[src/rtl/matrix_result_streamer.sv]
// Drains a ROWS x COLS result RAM (1-cycle read latency) onto a valid/ready stream,
// row- or column-major per run. Optional checksum port under RESULT_CHECKSUM_EN.
module matrix_result_streamer #(
  parameter int unsigned  ROWS   = 8,
  parameter int unsigned  COLS   = 8,
  parameter int unsigned  DATA_W = 32,
  localparam int unsigned ROW_W  = $clog2(ROWS) + 1,
  localparam int unsigned COL_W  = $clog2(COLS) + 1
) (
  input  logic              clk,
  input  logic              rst_n,
  input  logic              start,
  input  logic              col_major,
  output logic              rd_en,
  output logic [ROW_W-1:0]  rd_row,
  output logic [COL_W-1:0]  rd_col,
  input  logic [DATA_W-1:0] rd_data,
  output logic              out_valid,
  input  logic              out_ready,
  output logic [DATA_W-1:0] out_data,
  output logic              out_last,
  output logic              busy,
  output logic              done
`ifdef RESULT_CHECKSUM_EN
  ,
  output logic [31:0]       checksum
`endif
);

  typedef enum logic [1:0] {StIdle, StRun, StFlush, StDone} state_e;

  state_e            state_q, state_d;
  logic [ROW_W-1:0]  row_q;
  logic [COL_W-1:0]  col_q;
  logic              mode_q;
  logic              inflight_q, inflight_last_q;
  logic [DATA_W-1:0] fifo_data_q [2];
  logic [1:0]        fifo_last_q;
  logic              wr_ptr_q, rd_ptr_q;
  logic [1:0]        count_q;

  logic              fifo_empty, pop, bypass, fifo_push, fifo_pop;
  logic              row_end, col_end, rd_is_last, start_accept;
  logic [2:0]        occupancy;
  logic [DATA_W-1:0] head_data;
  logic              head_last;

  // Read data in flight is presented directly when the FIFO is empty, so the
  // first element appears in the same cycle the RAM returns it.
  always_comb begin
    fifo_empty   = (count_q == 2'd0);
    out_valid    = ~fifo_empty | inflight_q;
    head_data    = fifo_empty ? rd_data : fifo_data_q[rd_ptr_q];
    head_last    = fifo_empty ? inflight_last_q : fifo_last_q[rd_ptr_q];
    out_data     = out_valid ? head_data : '0;
    out_last     = out_valid & head_last;
    pop          = out_valid & out_ready;
    bypass       = fifo_empty & inflight_q & pop;
    fifo_push    = inflight_q & ~bypass;
    fifo_pop     = pop & ~fifo_empty;
    occupancy    = {1'b0, count_q} + {2'b00, inflight_q} - {2'b00, pop};
    row_end      = (row_q == ROW_W'(ROWS - 1));
    col_end      = (col_q == COL_W'(COLS - 1));
    rd_is_last   = row_end & col_end;
    rd_en        = (state_q == StRun) && (occupancy < 3'd2);
    rd_row       = rd_en ? row_q : '0;
    rd_col       = rd_en ? col_q : '0;
    start_accept = (state_q == StIdle) & start;
    busy         = (state_q != StIdle);
  end

  always_comb begin
    state_d = state_q;
    done    = 1'b0;
    unique case (state_q)
      StIdle:  if (start) state_d = StRun;
      StRun:   if (rd_en && rd_is_last) state_d = StFlush;
      StFlush: if (pop && head_last) state_d = StDone;
      StDone: begin
        done    = 1'b1;
        state_d = StIdle;
      end
      default: state_d = StIdle;
    endcase
  end

  always_ff @(posedge clk or negedge rst_n) begin
    if (!rst_n) begin
      state_q <= StIdle;
    end else begin
      state_q <= state_d;
    end
  end

  // Both walk orders end on (ROWS-1, COLS-1), which marks the final read.
  always_ff @(posedge clk or negedge rst_n) begin
    if (!rst_n) begin
      row_q  <= '0;
      col_q  <= '0;
      mode_q <= 1'b0;
    end else if (start_accept) begin
      row_q  <= '0;
      col_q  <= '0;
      mode_q <= col_major;
    end else if (rd_en) begin
      if (!mode_q) begin
        if (col_end) begin
          col_q <= '0;
          row_q <= row_q + ROW_W'(1);
        end else begin
          col_q <= col_q + COL_W'(1);
        end
      end else begin
        if (row_end) begin
          row_q <= '0;
          col_q <= col_q + COL_W'(1);
        end else begin
          row_q <= row_q + ROW_W'(1);
        end
      end
    end
  end

  always_ff @(posedge clk or negedge rst_n) begin
    if (!rst_n) begin
      inflight_q      <= 1'b0;
      inflight_last_q <= 1'b0;
    end else begin
      inflight_q      <= rd_en;
      inflight_last_q <= rd_en & rd_is_last;
    end
  end

  always_ff @(posedge clk or negedge rst_n) begin
    if (!rst_n) begin
      fifo_data_q[0] <= '0;
      fifo_data_q[1] <= '0;
      fifo_last_q    <= '0;
      wr_ptr_q       <= 1'b0;
      rd_ptr_q       <= 1'b0;
      count_q        <= '0;
    end else begin
      if (fifo_push) begin
        fifo_data_q[wr_ptr_q] <= rd_data;
        fifo_last_q[wr_ptr_q] <= inflight_last_q;
        wr_ptr_q              <= ~wr_ptr_q;
      end
      if (fifo_pop) begin
        rd_ptr_q <= ~rd_ptr_q;
      end
      count_q <= count_q + {1'b0, fifo_push} - {1'b0, fifo_pop};
    end
  end

`ifdef RESULT_CHECKSUM_EN
  logic [31:0] data32, checksum_q;

  if (DATA_W >= 32) begin : g_trunc
    assign data32 = out_data[31:0];
  end else begin : g_ext
    assign data32 = {{(32 - DATA_W){1'b0}}, out_data};
  end

  always_ff @(posedge clk or negedge rst_n) begin
    if (!rst_n) begin
      checksum_q <= '0;
    end else if (start_accept) begin
      checksum_q <= '0;
    end else if (pop) begin
      checksum_q <= checksum_q + data32;
    end
  end

  assign checksum = checksum_q;
`endif

endmodule
[config.mk]
export PLATFORM = sky130hd
export DESIGN_NAME = matrix_result_streamer
export DESIGN_NICKNAME = d
export VERILOG_FILES = /design/src/rtl/matrix_result_streamer.sv
export SDC_FILE = /design/constraint.sdc
export NUM_CORES = 1
export LEC_CHECK = 0
export ABC_CLOCK_PERIOD_IN_PS = 4200
export BUFFER_PORTS_ARGS = -buffer_cell sky130_fd_sc_hd__clkbuf_2
export CORE_AREA = 2 2 91 93
export CTS_CLUSTER_SIZE = 8
export DETAILED_ROUTE_END_ITERATION = 7
export DIE_AREA = 0 0 93 95
export GPL_TIMING_DRIVEN = 0
export PLACE_DENSITY = 0.81
export SKIP_LAST_GASP = 1
export SLEW_MARGIN = 20
export SYNTH_ARGS = -nofsm -noshare
export SYNTH_HDL_FRONTEND = slang
export SYNTH_SLANG_ARGS = --single-unit
[constraint.sdc]
create_clock -name clk -period 4.2 [get_ports clk]
set_clock_uncertainty 0.05 [all_clocks]
set_input_delay 0.63 -clock clk [delete_from_list [all_inputs] [get_ports clk]]
set_output_delay 0.63 -clock clk [all_outputs]
set_load 0.05 [all_outputs]
==> results of run 1 <==
==> sequential cells by signal, summed over array words and instances (netlist names) <==
name             count
inflight_last_q      1
col_q                4
mode_q               1
fifo_data_q         64
fifo_last_q          2
row_q                4
rd_ptr_q             1
state_q              2
count_q              2
wr_ptr_q             1
inflight_q           1
==> Yosys cell counts, drive strengths merged (2+ instances only) <==
master,instances,share of area [%]
nor2,10,1.4
a21oi,2,0.32
a22o,2,0.41
dfrtp,83,48
and2,3,0.44
inv,11,0.96
clkbuf,9,0.79
xor2,3,0.61
mux2,69,18
o2111ai,2,0.41
mux2i,33,7.7
ha,10,2.9
and3,6,0.88
o21ai,34,4.0
buf,14,2.0
xnor2,4,1.3
and3b,2,0.41
nand4,2,0.44
nand3,36,4.3
nand2,8,0.76
==> routing by layer <==
metal | up-vias | wire (µm) | GRT usage, %
li1 | 1473 | - | -
met1 | 1545 | 4030 | 27.6
met2 | 75 | 4460 | 36.5
met3 | 8 | 375 | 3.19
met4 | 0 | 121 | 9.93
met5 | - | 0 | 0
==> stage by stage <==
step	worst slack (ns)	utilization (%)
2_1_floorplan	0.113	-
3_3_place_gp	0.323	60.8
3_5_place_dp	0.298	61.1
4_1_cts	0.00198	64.1
5_1_grt	0.0450	64.3
6_report	0.243	64.3
==> layout by cell type (no fill, tap or decap), types with 4 or more instances in the layout <==
cell      count
dfrtp_1      82
clkbuf_2     79
mux2_1       65
nand3_1      35
mux2i_1      33
o21ai_0      33
inv_1        10
ha_1         10
buf_2         9
clkbuf_8      9
nor2_1        8
clkbuf_1      8
nand2_1       7
and3_1        6
mux2_2        4
==> cells by family after synthesis <==
family	synth area share [%]
flops	48.5
buf+inv	3.74
compound gates	7.18
simple gates	9.55
fa+ha+maj	3.39
xor+xnor	1.87
mux	25.8
==> worst max-delay path by stage <==
stage                          start         to  slack [ns]
final                     count_q[1]  rd_col[0]        0.24
after global routing      inflight_q  rd_col[0]        0.05
after CTS                 inflight_q  rd_col[0]       0.002
after detailed placement  inflight_q  rd_col[0]        0.30
after global placement    inflight_q  rd_col[0]        0.32
after floorplan           count_q[1]  rd_col[0]        0.11
==> timing repair <==
item                                   4_1_cts  5_1_grt
endpoints found under the hold margin        0        0
pin swaps                                    0        1
gates resized for setup                      0        3
setup endpoints to repair                    2        2
buffers inserted                             0        2
==> critical path, cell delays in order, from the launching register on <==
cell and delay (ns):
dfrtp_2 0.51, or3_1 0.40, and2_1 0.18, ha_1 0.26
nand2b_1 0.16, fa_1 0.53, and2_2 0.24, nand2_2 0.12
inv_2 0.14, nand2_1 0.08, inv_1 0.05, buf_2 0.25
==> area by class of cell <==
cell class	instances	area, µm²	share of cell area [%]
Multi-Input combinational cell	243	2050	40.3
Clock buffer	10	128	2.50
Sequential cell	83	2080	40.8
Clock inverter	6	111	2.19
Tap cell	105	131	2.58
Timing Repair Buffer	84	443	8.69
Buffer	21	111	2.19
Inverter	11	41.3	0.810
==> results.json, run 1 <==
{
  "status": "finished, final reports clean",
  "coreArea_um2": 7930,
  "start_util_pct": 54.1,
  "die_x_um": 93,
  "min_period_ns": 3.96,
  "whs_ns": 0.230,
  "drive_gt1_share_pct": 27.7,
  "finalCritPeriodShare_pct": 94.2,
  "arrival_ns": 3.28,
  "clk_latency_ns": 0.35,
  "track_usage_pct": 21.6,
  "synth-edff-count": 0,
  "dpl-instance-area_um2": 4850,
  "rr_startpoint": "count_q[1]",
  "finalSetupTns_ns": 0,
  "async_flop_share_pct": 100,
  "wl_mm": 8.98,
  "via_count": 3101,
  "clock.fmax_mhz": 253,
  "first_global_vias": 3105,
  "clock_path_buffers": 2,
  "overflow": 0,
  "grt_max_degree": 45,
  "first_iter_violations": 111,
  "slew-limit-headroom_pct": 60.7,
  "cp_max_fo": 8,
  "r2r_cells": 10,
  "r2r_end": "state_q[1]",
  "clockRootBuffer": "clkbuf_8",
  "clk_pin_slew_ns": 0.08,
  "htreeDepth": 3,
  "worst_slew_pin_slew_ns": 0.589,
  "die_area_um2": 8840,
  "yosysWarningCount": 0,
  "drcViolationCount": 0,
  "synth_seq_cells": 83,
  "dpl.hpwl_mm": 6.32,
  "yosysSeqAreaShare_pct": 48.5,
  "syn_area_um2": 4290,
  "nNetsFinal": 501,
  "max_cap_violations": 0,
  "final_area_um2": 5090,
  "gp_congestion": 0.787,
  "setup_viol": 0,
  "ant_nets": 0,
  "io_buffers": 81,
  "worst_setup_path_end_kind": "output port",
  "grt_pass1_wl_mm": 14.7,
  "startpoint_type": "register",
  "dp_cells": 547,
  "die-height_um": 95,
  "routedWlPerCell_um": 15.9,
  "grt_setup_unrepaired": "no",
  "maxSlewViolCount": 0,
  "hold_viol_final": 0,
  "fillCellCount": 658,
  "clock_sinks": 83,
  "rows": 33,
  "antenna_found_initial": 0,
  "hold_buffers": 0,
  "cts_tree": "done",
  "ys.flop_type": "dfrtp_1",
  "critical_path_required_ns": 3.52,
  "cts_buffers": 9,
  "syn_nets": 408,
  "antenna_cells": 0,
  "final_cells": 563,
  "firstDrtPassIters": 4,
  "syn_to_final_growth_pct": 18.9,
  "synthCells": 360,
  "setup.worst_path.class": "register to output port",
  "viasPerCell": 5.51,
  "io_pins": 82,
  "synth_cell_type_count": 49,
  "regToRegSetupSlack_ns": 0.89,
  "syn_area_per_cell_um2": 11.9,
  "hp-class": "primary input to asynchronous set/reset pin"
}
Power of run 1 is not shown: default switching activity piles up to over one toggle a cycle in this logic, so the estimate is an artifact.
==> run 2, diff against run 1 <==
Settings changed: ABC_CLOCK_PERIOD_IN_PS 4200 to 4000.
Clock period 4.2 ns to 4 ns, I/O delays scaled along.
==> run 2 against run 1 <==
  * Core utilization is 0.13 points higher
  * Via count rose by 0.94%
  * Flip-flop and latch count unchanged
  * Global-route usage increased by 0.44 points
  * Wire length rose by 1.9%
  * Critical path type unchanged
==> results.json, run 2 (synthesis results as in run 1) <==
{
  "first_global_vias": 3223,
  "worst_setup_path_end_kind": "output port",
  "cp_max_fo": 8,
  "drive_gt1_share_pct": 28.8,
  "layout_common_cells": "dfrtp_1 (80), clkbuf_2 (79), mux2_1 (65), nand3_1 (35)",
  "startpoint_type": "register",
  "viasPerCell": 5.55,
  "ant_nets": 0,
  "die_area_um2": 8840,
  "finalCritPeriodShare_pct": 95.5,
  "clk_latency_ns": 0.34,
  "hold_buffers": 0,
  "postLayoutCoreUtil_pct": 64.4,
  "grt_pass1_wl_mm": 15.2,
  "largest_reg_flops": 64,
  "mostFrequentLayoutCell": "dfrtp_1",
  "cts_buffers": 9,
  "track_usage_pct": 22.0,
  "drcViolationCount": 0,
  "htreeDepth": 3,
  "cts_tree": "done",
  "maxSlewViolCount": 0,
  "clock_sinks": 83,
  "top_regs": "fifo_data_q (64), col_q (4), row_q (4)",
  "clock.fmax_mhz": 262,
  "first_iter_violations": 133,
  "min_period_ns": 3.82,
  "setup_slack_ns": 0.182,
  "nNetsFinal": 502,
  "hold_viol_final": 0,
  "clock_path_buffers": 2,
  "start_util_pct": 54.1,
  "clockRootBuffer": "clkbuf_8",
  "die-height_um": 95,
  "antenna_cells": 0,
  "via_count": 3130,
  "hp-class": "primary input to asynchronous set/reset pin",
  "wl_mm": 9.15,
  "antenna_found_initial": 0,
  "rows": 33,
  "max_cap_violations": 0,
  "syn_to_final_growth_pct": 19.1,
  "status": "finished, final reports clean",
  "slew-limit-headroom_pct": 61.9,
  "critical_path_required_ns": 3.35,
  "overflow": 0,
  "grt_setup_unrepaired": "no",
  "worst_slew_pin_slew_ns": 0.571,
  "pre_cts_ws_ns": 0.149,
  "die_x_um": 93,
  "coreArea_um2": 7930,
  "dpl.hpwl_mm": 6.45,
  "setup.worst_path.class": "register to output port",
  "top_register": "fifo_data_q",
  "clk_pin_slew_ns": 0.09,
  "io_pins": 82,
  "io_buffers": 81,
  "setup_viol": 0,
  "grt_max_degree": 51,
  "gp_congestion": 0.778,
  "routedWlPerCell_um": 16.2,
  "r2r_cells": 10,
  "arrival_ns": 3.17,
  "finalSetupTns_ns": 0,
  "firstDrtPassIters": 4
}
run 2: final timing paths:
check                           startpoint  slack [ns]         endpoint
setup / recovery                count_q[0]        0.18        rd_col[0]
hold / removal                       rst_n        0.19  fifo_data_q[10]
setup reg to reg                count_q[0]        0.74       state_q[1]
hold reg to reg            fifo_data_q[54]        0.44  fifo_data_q[54]
max in group asynchronous            rst_n        3.09       count_q[0]
min in group clk                 col_major        0.42           mode_q
run 2: final cells by class:
cell class	instances	area, µm²
multi-input cells	243	2060
flip-flops and latches	83	2080
plain buffers	21	111
well taps	105	131
clock inverters	7	100
repair buffers	85	460
clock buffers	9	124
inverters	11	41.3
fillers	650	2820
run 2: critical path: stages (launching register included):
cell and delay [ns]:
dfrtp_2 0.46, or3_4 0.41, and2_1 0.16, ha_1 0.25, nand2b_1 0.15, fa_1 0.52
and2_2 0.25, nand2_2 0.12, inv_2 0.14, nand2_1 0.08, inv_1 0.06, clkbuf_4 0.22
run 2: metal layers:
metal	track usage (%)	routed length, µm	vias to the layer above
met2	38.2	4680	76
met4	6.99	83	0
met3	3.75	408	7
li1	-	-	1480
met5	0	0	-
met1	28.3	3980	1567
run 2: repair_timing:
action                                  CTS  global route
endpoints found under the setup margin    8             8
pin swaps                                 1             0
gates cloned                              0             0
buffers inserted                          1             2
resized for setup                         2             3
run 2: stage by stage:
stage          hold WS (ns)  cell area [µm²]  cells
5_1_grt               0.215             5100    564
3_5_place_dp          0.424             4860    547
2_1_floorplan         0.254             4290    360
6_report              0.188             5100    564
4_1_cts               0.189             5090    563
3_3_place_gp          0.413             4830    546
Power of run 2 is left out for the same reason.
